File: src/rtl/countdown_timer_bcd_pkg.sv
// Shared types, constants and helpers for the BCD countdown timer.
// Imported by the interface, the BCD counter and the timer top level.
package timer_pkg;

   localparam int BCD_W      = 4;
   localparam int MAX_DIGITS = 4;
   localparam int MAX_W      = BCD_W * MAX_DIGITS;

   typedef enum logic [1:0] {
      ST_IDLE  = 2'd0,
      ST_RUN   = 2'd1,
      ST_PAUSE = 2'd2,
      ST_DONE  = 2'd3
   } state_e;

   function automatic int calc_div(int clk_hz, int tick_hz);
      return clk_hz / tick_hz;
   endfunction

   function automatic logic [MAX_W-1:0] to_bcd(int value, int digits);
      logic [MAX_W-1:0] r_bcd;
      int               v;
      r_bcd = '0;
      v     = value;
      for (int i = 0; i < MAX_DIGITS; i++) begin
         if (i < digits) begin
            r_bcd[i*BCD_W +: BCD_W] = 4'(v % 10);
            v = v / 10;
         end
      end
      return r_bcd;
   endfunction

   // Out-of-range nibbles saturate to 9 so a bad preset still counts sensibly.
   function automatic logic [MAX_W-1:0] clamp_bcd(logic [MAX_W-1:0] value);
      logic [MAX_W-1:0] r_out;
      r_out = value;
      for (int i = 0; i < MAX_DIGITS; i++) begin
         if (value[i*BCD_W +: BCD_W] > 4'd9) r_out[i*BCD_W +: BCD_W] = 4'd9;
      end
      return r_out;
   endfunction

endpackage

File: src/rtl/countdown_timer_bcd_if.sv
// Control/status bundle between the responder FSM (master) and the
// countdown timer (slave); display and buzzer drivers tap the status side.
interface countdown_timer_bcd_if
   import timer_pkg::*;
#(
   parameter int DIGITS = 2
);
   logic                      start;
   logic                      pause;
   logic                      clear;
   logic                      load_en;
   logic [BCD_W*DIGITS-1:0]   load_val;
   logic [BCD_W*DIGITS-1:0]   count;
   logic                      tick;
   logic                      running;
   logic                      warn;
   logic                      expired;
   logic                      buzzer;
   logic                      led_over;

   modport master (
      output start, pause, clear, load_en, load_val,
      input  count, tick, running, warn, expired, buzzer, led_over
   );

   modport slave (
      input  start, pause, clear, load_en, load_val,
      output count, tick, running, warn, expired, buzzer, led_over
   );
endinterface

File: src/rtl/bcd_down_counter.sv
// Multi-digit BCD down counter with synchronous load; saturates at zero.
// o_next exposes the value the register takes on the coming edge.
module bcd_down_counter
   import timer_pkg::*;
#(
   parameter int                      DIGITS    = 2,
   parameter logic [BCD_W*DIGITS-1:0] RESET_VAL = '0
) (
   input  logic                      i_clk,
   input  logic                      i_rst_n,
   input  logic                      i_load,
   input  logic [BCD_W*DIGITS-1:0]   i_load_val,
   input  logic                      i_dec,
   output logic [BCD_W*DIGITS-1:0]   o_value,
   output logic [BCD_W*DIGITS-1:0]   o_next,
   output logic                      o_zero
);
   localparam int CW = BCD_W * DIGITS;

   logic [CW-1:0] r_value;
   logic [CW-1:0] w_dec_val;
   logic          w_borrow;

   // NOTE: defaults at the top of always_comb keep every path assigned, so no latch is inferred.
   always_comb begin
      w_dec_val = r_value;
      w_borrow  = 1'b1;
      for (int d = 0; d < DIGITS; d++) begin
         if (w_borrow) begin
            if (r_value[d*BCD_W +: BCD_W] == 4'd0) begin
               w_dec_val[d*BCD_W +: BCD_W] = 4'd9;
            end else begin
               w_dec_val[d*BCD_W +: BCD_W] = r_value[d*BCD_W +: BCD_W] - 4'd1;
               w_borrow                    = 1'b0;
            end
         end
      end
   end

   assign o_zero  = (r_value == '0);
   assign o_next  = i_load              ? i_load_val :
                    (i_dec && !o_zero)  ? w_dec_val  : r_value;
   assign o_value = r_value;

   // NOTE: registers take <= so every flop samples pre-edge values regardless of block order.
   always_ff @(posedge i_clk or negedge i_rst_n) begin
      if (!i_rst_n) r_value <= RESET_VAL;
      else          r_value <= o_next;
   end

endmodule

File: src/rtl/countdown_timer_bcd.sv
// Answer-window countdown timer: FSM, tick prescaler, alarm pulse timer and
// warn comparator around a BCD down counter. All outputs are registered.
module countdown_timer_bcd
   import timer_pkg::*;
#(
   parameter int CLK_HZ      = 50_000_000,
   parameter int TICK_HZ     = 1,
   parameter int DIGITS      = 2,
   parameter int START_VAL   = 30,
   parameter int WARN_VAL    = 5,
   parameter int ALARM_TICKS = 1
) (
   input logic                  i_clk,
   input logic                  i_rst_n,
   countdown_timer_bcd_if.slave bus
);
   localparam int CW  = BCD_W * DIGITS;
   localparam int DIV = calc_div(CLK_HZ, TICK_HZ);
   localparam int PW  = $clog2(DIV);
   localparam int AW  = $clog2(ALARM_TICKS + 1);

   localparam logic [CW-1:0] START_BCD  = CW'(to_bcd(START_VAL, DIGITS));
   localparam logic [CW-1:0] WARN_BCD   = CW'(to_bcd(WARN_VAL, DIGITS));
   localparam logic [CW-1:0] ONE_BCD    = CW'(1);
   localparam logic [PW-1:0] PRESC_LAST = PW'(DIV - 1);
   localparam logic [AW-1:0] ALARM_INIT = AW'(ALARM_TICKS);

   localparam logic [1:0] S_IDLE  = ST_IDLE;
   localparam logic [1:0] S_RUN   = ST_RUN;
   localparam logic [1:0] S_PAUSE = ST_PAUSE;
   localparam logic [1:0] S_DONE  = ST_DONE;

   logic [1:0]    r_state, w_state_nxt;
   logic [CW-1:0] r_preset, w_preset_nxt;
   logic [PW-1:0] r_presc, w_presc_nxt;
   logic [AW-1:0] r_alarm, w_alarm_nxt;
   logic          r_buzzer, w_buzzer_nxt;
   logic          r_tick, w_tick_nxt;
   logic          r_running, r_warn, r_expired;

   logic          w_load, w_dec, w_wrap, w_zero;
   logic [CW-1:0] w_load_val, w_load_clamped, w_count, w_count_nxt;

   assign w_wrap         = (r_presc == PRESC_LAST);
   assign w_load_clamped = CW'(clamp_bcd(MAX_W'(bus.load_val)));

   always_comb begin
      w_state_nxt  = r_state;
      w_preset_nxt = r_preset;
      w_presc_nxt  = r_presc;
      w_alarm_nxt  = r_alarm;
      w_buzzer_nxt = r_buzzer;
      w_tick_nxt   = 1'b0;
      w_load       = 1'b0;
      w_load_val   = r_preset;
      w_dec        = 1'b0;

      if (bus.clear) begin
         w_state_nxt  = S_IDLE;
         w_load       = 1'b1;
         w_presc_nxt  = '0;
         w_alarm_nxt  = '0;
         w_buzzer_nxt = 1'b0;
      end else if (bus.start) begin
         w_load      = 1'b1;
         w_presc_nxt = '0;
         if (r_preset == '0) begin
            w_state_nxt  = S_DONE;
            w_alarm_nxt  = ALARM_INIT;
            w_buzzer_nxt = 1'b1;
         end else begin
            w_state_nxt  = S_RUN;
            w_alarm_nxt  = '0;
            w_buzzer_nxt = 1'b0;
         end
      end else begin
         case (r_state)
            S_IDLE: begin
               if (bus.load_en) begin
                  w_preset_nxt = w_load_clamped;
                  w_load       = 1'b1;
                  w_load_val   = w_load_clamped;
               end
            end
            S_RUN: begin
               // The edge that samples pause neither advances the prescaler nor ticks.
               if (bus.pause) begin
                  w_state_nxt = S_PAUSE;
               end else if (w_wrap) begin
                  w_presc_nxt = '0;
                  w_tick_nxt  = 1'b1;
                  w_dec       = !w_zero;
                  if (w_count == ONE_BCD) begin
                     w_state_nxt  = S_DONE;
                     w_alarm_nxt  = ALARM_INIT;
                     w_buzzer_nxt = 1'b1;
                  end
               end else begin
                  w_presc_nxt = r_presc + PW'(1);
               end
            end
            S_PAUSE: begin
               if (!bus.pause) w_state_nxt = S_RUN;
            end
            S_DONE: begin
               if (bus.load_en) w_preset_nxt = w_load_clamped;
               if (w_wrap) begin
                  w_presc_nxt = '0;
                  w_tick_nxt  = 1'b1;
                  if (r_buzzer) begin
                     w_alarm_nxt = r_alarm - AW'(1);
                     if (r_alarm == AW'(1)) w_buzzer_nxt = 1'b0;
                  end
               end else begin
                  w_presc_nxt = r_presc + PW'(1);
               end
            end
            default: w_state_nxt = S_IDLE;
         endcase
      end
   end

   bcd_down_counter #(
      .DIGITS    (DIGITS),
      .RESET_VAL (START_BCD)
   ) u_counter (
      .i_clk      (i_clk),
      .i_rst_n    (i_rst_n),
      .i_load     (w_load),
      .i_load_val (w_load_val),
      .i_dec      (w_dec),
      .o_value    (w_count),
      .o_next     (w_count_nxt),
      .o_zero     (w_zero)
   );

   always_ff @(posedge i_clk or negedge i_rst_n) begin
      if (!i_rst_n) begin
         r_state   <= S_IDLE;
         r_preset  <= START_BCD;
         r_presc   <= '0;
         r_alarm   <= '0;
         r_buzzer  <= 1'b0;
         r_tick    <= 1'b0;
         r_running <= 1'b0;
         r_warn    <= 1'b0;
         r_expired <= 1'b0;
      end else begin
         r_state   <= w_state_nxt;
         r_preset  <= w_preset_nxt;
         r_presc   <= w_presc_nxt;
         r_alarm   <= w_alarm_nxt;
         r_buzzer  <= w_buzzer_nxt;
         r_tick    <= w_tick_nxt;
         r_running <= (w_state_nxt == S_RUN);
         r_expired <= (w_state_nxt == S_DONE);
         // BCD of equal width orders like the integer, so a plain compare works.
         r_warn    <= ((w_state_nxt == S_RUN) || (w_state_nxt == S_PAUSE)) &&
                      (w_count_nxt != '0) && (w_count_nxt <= WARN_BCD);
      end
   end

   assign bus.count    = w_count;
   assign bus.tick     = r_tick;
   assign bus.running  = r_running;
   assign bus.warn     = r_warn;
   assign bus.expired  = r_expired;
   assign bus.buzzer   = r_buzzer;
   assign bus.led_over = r_buzzer;

endmodule

File: src/flat_wrapper.sv
// flat-port wrapper written by rule: the top's interface ports become plain ports
module countdown_timer_bcd_flat import timer_pkg::*;
#(
   parameter int CLK_HZ      = 50_000_000,
   parameter int TICK_HZ     = 1,
   parameter int DIGITS      = 2,
   parameter int START_VAL   = 30,
   parameter int WARN_VAL    = 5,
   parameter int ALARM_TICKS = 1
)
  (i_clk, i_rst_n, bus_start, bus_pause, bus_clear, bus_load_en, bus_load_val, bus_count, bus_tick, bus_running, bus_warn, bus_expired, bus_buzzer, bus_led_over);
  countdown_timer_bcd_if #(.DIGITS(DIGITS)) bus_i ();
  input logic i_clk;
  input logic i_rst_n;
  input wire logic [$bits(bus_i.start)-1:0] bus_start;
  input wire logic [$bits(bus_i.pause)-1:0] bus_pause;
  input wire logic [$bits(bus_i.clear)-1:0] bus_clear;
  input wire logic [$bits(bus_i.load_en)-1:0] bus_load_en;
  input wire logic [$bits(bus_i.load_val)-1:0] bus_load_val;
  output wire logic [$bits(bus_i.count)-1:0] bus_count;
  output wire logic [$bits(bus_i.tick)-1:0] bus_tick;
  output wire logic [$bits(bus_i.running)-1:0] bus_running;
  output wire logic [$bits(bus_i.warn)-1:0] bus_warn;
  output wire logic [$bits(bus_i.expired)-1:0] bus_expired;
  output wire logic [$bits(bus_i.buzzer)-1:0] bus_buzzer;
  output wire logic [$bits(bus_i.led_over)-1:0] bus_led_over;
  assign bus_i.start = bus_start;
  assign bus_i.pause = bus_pause;
  assign bus_i.clear = bus_clear;
  assign bus_i.load_en = bus_load_en;
  assign bus_i.load_val = bus_load_val;
  assign bus_count = bus_i.count;
  assign bus_tick = bus_i.tick;
  assign bus_running = bus_i.running;
  assign bus_warn = bus_i.warn;
  assign bus_expired = bus_i.expired;
  assign bus_buzzer = bus_i.buzzer;
  assign bus_led_over = bus_i.led_over;
  countdown_timer_bcd #(.CLK_HZ(CLK_HZ), .TICK_HZ(TICK_HZ), .DIGITS(DIGITS), .START_VAL(START_VAL), .WARN_VAL(WARN_VAL), .ALARM_TICKS(ALARM_TICKS)) u_core (.i_clk(i_clk), .i_rst_n(i_rst_n), .bus(bus_i));
endmodule
File: config.mk
export PLATFORM = sky130hd
export DESIGN_NAME = countdown_timer_bcd_flat
export DESIGN_NICKNAME = d
export VERILOG_FILES = /design/src/rtl/countdown_timer_bcd_pkg.sv /design/src/rtl/countdown_timer_bcd_if.sv /design/src/rtl/bcd_down_counter.sv /design/src/rtl/countdown_timer_bcd.sv /design/src/flat_wrapper.sv
export SDC_FILE = /design/constraint.sdc
export NUM_CORES = 1
export LEC_CHECK = 0
export ABC_AREA = 1
export BUFFER_PORTS_ARGS = -buffer_cell sky130_fd_sc_hd__buf_2
export CAP_MARGIN = 40
export CORE_ASPECT_RATIO = 0.5
export CORE_MARGIN = 1
export CORE_UTILIZATION = 30
export CTS_CLUSTER_DIAMETER = 120
export CTS_CLUSTER_SIZE = 24
export DETAILED_ROUTE_END_ITERATION = 8
export PLACE_DENSITY = 0.53
export SLEW_MARGIN = 40
export SYNTH_ARGS = -nofsm -noshare
export SYNTH_HDL_FRONTEND = slang
export SYNTH_SLANG_ARGS = --single-unit
File: constraint.sdc
create_clock -name i_clk -period 2.65 [get_ports i_clk]
set_input_delay 0.53 -clock i_clk [delete_from_list [all_inputs] [get_ports i_clk]]
set_output_delay 0.53 -clock i_clk [all_outputs]
set_load 0.005 [all_outputs]
==> metrics.md <==
| Metric | Value |
|---|---|
| Min cycle time layout | `approximately 2.2 ns` |
| Core area | `9700 um2` |
| Max-slew violation count | `0` |
| Crit-path cells | `ha_1 -> nand3_1 -> clkinv_1 -> nand3_4 -> nor2_8 -> nand2_2 -> nand3_1 -> nand3_1 -> o211ai_1 -> nand2_1 -> nor2_2 -> inv_2 -> ha_1 -> inv_1 -> nand3_1 -> nor2_1` |
| Startpoint Class | `flop` |
| Asr flop ratio synth | `1.00` |
| # rows | `25` |
| H-Tree Depth | `2` |
| Post-synth top flop | `dfrtp_1` |
| Number of DRC markers in iteration 0 | `165` |
| Min-Delay Path Class | `in -> async` |
| DP HPWL | `around 5.7 mm` |
| Mapped Cells | `413` |
| CTS tree | `done` |
| Sequential group share of total power | `0.449` |
| Sequential area share after synthesis | `0.409` |
| Port Buffer Count | `27` |
| Vias per cell | `~4.8` |
| Number of setup buffers added after CTS | `0` |
| Total CTS buffers | `5` |
| RSZ-0062 raised after global routing | `false` |
| Max Fclk | `approximately 450 MHz` |
| EDFF count, synth | `0` |
| Slew headroom | `0.548` |
| Max Cap Viol | `0` |
| R2R Setup Slk | `between 0.4 and 0.5 ns` |
| Critical Path Max Stage Delay | `approximately 0.4 ns` |
| #FFs+latches synth | `50` |
| CP dominant cell by count | `nand3_1` |
| Die width | `~150 um` |
| Post-synth cell types | `43` |
| Wire per inst | `roughly 13 um` |
| Synthesized cell area | `just over 3000 um2` |
| # nets final | `roughly 470` |
| Global-route wire length before repair | `~13 mm` |
| Setup Total Neg Slack | `0 ns` |
| Area Growth Syn to Fin | `15.8%` |
| Endpoints failing setup | `0` |
| Arrival time worst endpoint | `around 2.5 ns` |
| Fin Hold WS | `~0.33 ns` |
| CTS Sinks | `50` |
| Final RePlAce weighted congestion | `around 0.83` |
| Layout Skew | `approximately 0.0069 ns` |
| Die footprint | `about 11,000 um2` |
| Post_cts resized | `0` |
| Reg-to-Reg Start | `u_core.r_presc[0]` |
| Clock share of power | `0.363` |
| Max Root-Sink Buffers | `2` |
| Worst-margin pin slew | `0.676 ns` |
| Crit Path Max Fanout | `10` |
| CTS Root Cell | `clkbuf_16` |
| Initial antenna violation count | `0` |
| Die height | `between 70 and 80 um` |
| Status | `finished, final reports clean` |
| Gr usage total | `0.158` |
| Post-synthesis area per instance | `around 7.4 um2` |
| YS warnings | `0` |
| Slowest-stage cell, CP | `dfrtp_1` |
| Starting density of the core | `0.317` |
| Crit share post-route | `0.843` |
| Pre-Repair DR Iteration Count | `4` |
| Logic pwr share | `0.188` |
| Final hold vios | `0` |
| CP Capture Type | `flop` |
| Fraction of layout cells with a size suffix above 1 | `0.176` |
| Leakage | `~1.6 nW` |
| P_sw | `just over 600 uW` |
| PD cells | `between 500 and 600 nW/um2` |
| Maximum VDD drop | `between 0.2 and 0.3 mV` |
| CP Class | `reg -> reg` |
| Syn_nets | `between 400 and 500` |
| Pint | `1.43 mW` |
| Grt ovf | `0` |
| Largest net degree at the start of global routing | `51` |
| Vias in the first global route | `approximately 2,700` |
| Clk pin slew, worst setup/hold paths | `roughly 0.070 ns` |
| Final routed DRC violation total | `0` |
| Antenna cells | `0` |
| Antenna viol nets, final | `0` |
| Detailed-route via count | `2,808` |
| CTS Hold Bufs | `0` |
| Net Sw Frac | `0.299` |
| Clk Latency, worst-skew pair | `about 0.3 ns` |
| Worst Reg-to-Reg Cells | `16` |
| WP data required | `about 2.9 ns` |
| Largest delay share family, worst path | `simple AND/OR/NAND/NOR gates` |
| WP buf/inv | `3` |
| FF-to-FF End | `u_core.bus.warn` |
| # IOs | `28` |
| DRT Wirelength | `roughly 7.5 mm` |
-- metrics by stage --
stage	util	instances	setup WS (ns)	instance area, um2	power [mW]
global placement	0.350	576	0.484	3400	1.31
CTS	0.367	584	0.378	3560	2.06
detailed placement	0.350	576	0.399	3400	1.31
finish	0.367	584	0.417	3560	2.03
global route	0.367	584	0.112	3560	2.16
floorplan	-	413	0.628	3070	1.16
-- worst register-to-register path, stage by stage (launching register included) --
cell	delay, ns
dfrtp_1	0.39
ha_1	0.19
nand3_1	0.13
clkinv_1	0.10
nand3_4	0.10
nor2_8	0.19
nand2_2	0.08
nand3_1	0.07
nand3_1	0.07
o211ai_1	0.09
nand2_1	0.08
nor2_2	0.14
inv_2	0.04
ha_1	0.26
inv_1	0.06
nand3_1	0.07
nor2_1	0.10
-- metal layers --
layer	GRT usage	wire (um)	up-vias
met5	0	0	-
met4	0.0515	98	0
met3	0.0304	210	7
met2	0.272	3420	48
met1	0.204	3760	1310
li1	-	-	1443
-- logic make-up after synthesis --
kind of cell | count (synthesis) | share of synthesized area
muxes | 1 | 0.00326
buffers and inverters | 64 | 0.0814
DFF | 50 | 0.409
and+or+nand+nor | 216 | 0.340
AOI/OAI and AO/OA | 73 | 0.132
xor gates and xnor gates | 2 | 0.00570
adders and majority gates | 7 | 0.0285
-- Yosys cell counts (7+ instances only) --
library cell	number	area, um2
nor2_1	49	184
nand4_1	9	56.3
ha_1	7	87.6
nor3_1	18	90.1
inv_1	49	184
nand2_2	8	50.1
a21oi_1	25	125
nand2_1	77	289
nand3_1	32	160
dfrtp_1	46	1150
inv_2	8	30.0
o21ai_0	26	130
-- power groups by stage --
stage | combinational [mW] | clock, mW | sequential, mW
floorplan | 0.248 | 0 | 0.911
global placement | 0.385 | 0 | 0.928
detailed placement | 0.386 | 0 | 0.928
CTS | 0.388 | 0.757 | 0.914
global route | 0.443 | 0.790 | 0.924
finish | 0.382 | 0.739 | 0.914
-- layout make-up --
class | instances | area, um2
fillers | 1050 | 6140
repair buffers | 32 | 173
multi-input cells | 299 | 1570
well taps | 135 | 169
clock buffers | 5 | 125
clock inverters | 3 | 40.0
inverters | 60 | 230
flip-flops and latches | 50 | 1260
-- registers in the layout, summed over array words and instances, names as in the netlist --
signal / flops
u_core.bus.tick: 1
u_core.bus.running: 1
u_core.bus.expired: 1
u_core.r_state: 2
u_core.r_presc: 26
u_core.r_preset: 8
u_core.bus.warn: 1
u_core.r_alarm: 1
u_core.bus.buzzer: 1
u_core.u_counter.o_value: 8
-- cell usage in the layout (no fill, tap or decap), drive strengths merged, types with 2 or more instances in the layout --
| master | count |
|---|---|
| inv | 59 |
| buf | 32 |
| nor2 | 61 |
| clkbuf | 5 |
| o211ai | 5 |
| a21oi | 25 |
| nand4 | 9 |
| and3 | 2 |
| dfrtp | 46 |
| nor3 | 20 |
| dfstp | 4 |
| a31oi | 3 |
| o21ai | 32 |
| ha | 7 |
| nand3 | 34 |
| nand2 | 85 |
| nor3b | 2 |
| clkinv | 3 |
-- how the worst max path moves through the flow --
stage / to / startpoint / slack [ns] / depth (start not counted)
6_report: u_core.bus.warn / u_core.r_presc[0] / 0.42 / 16
5_1_grt: u_core.bus.warn / u_core.r_presc[0] / 0.11 / 16
4_1_cts: u_core.bus.warn / u_core.r_presc[0] / 0.38 / 16
3_5_place_dp: u_core.bus.warn / u_core.r_presc[0] / 0.40 / 16
3_3_place_gp: u_core.bus.warn / u_core.r_presc[0] / 0.48 / 16
2_1_floorplan: u_core.bus.warn / u_core.r_presc[0] / 0.63 / 16
(Power assumes the default switching activity.)
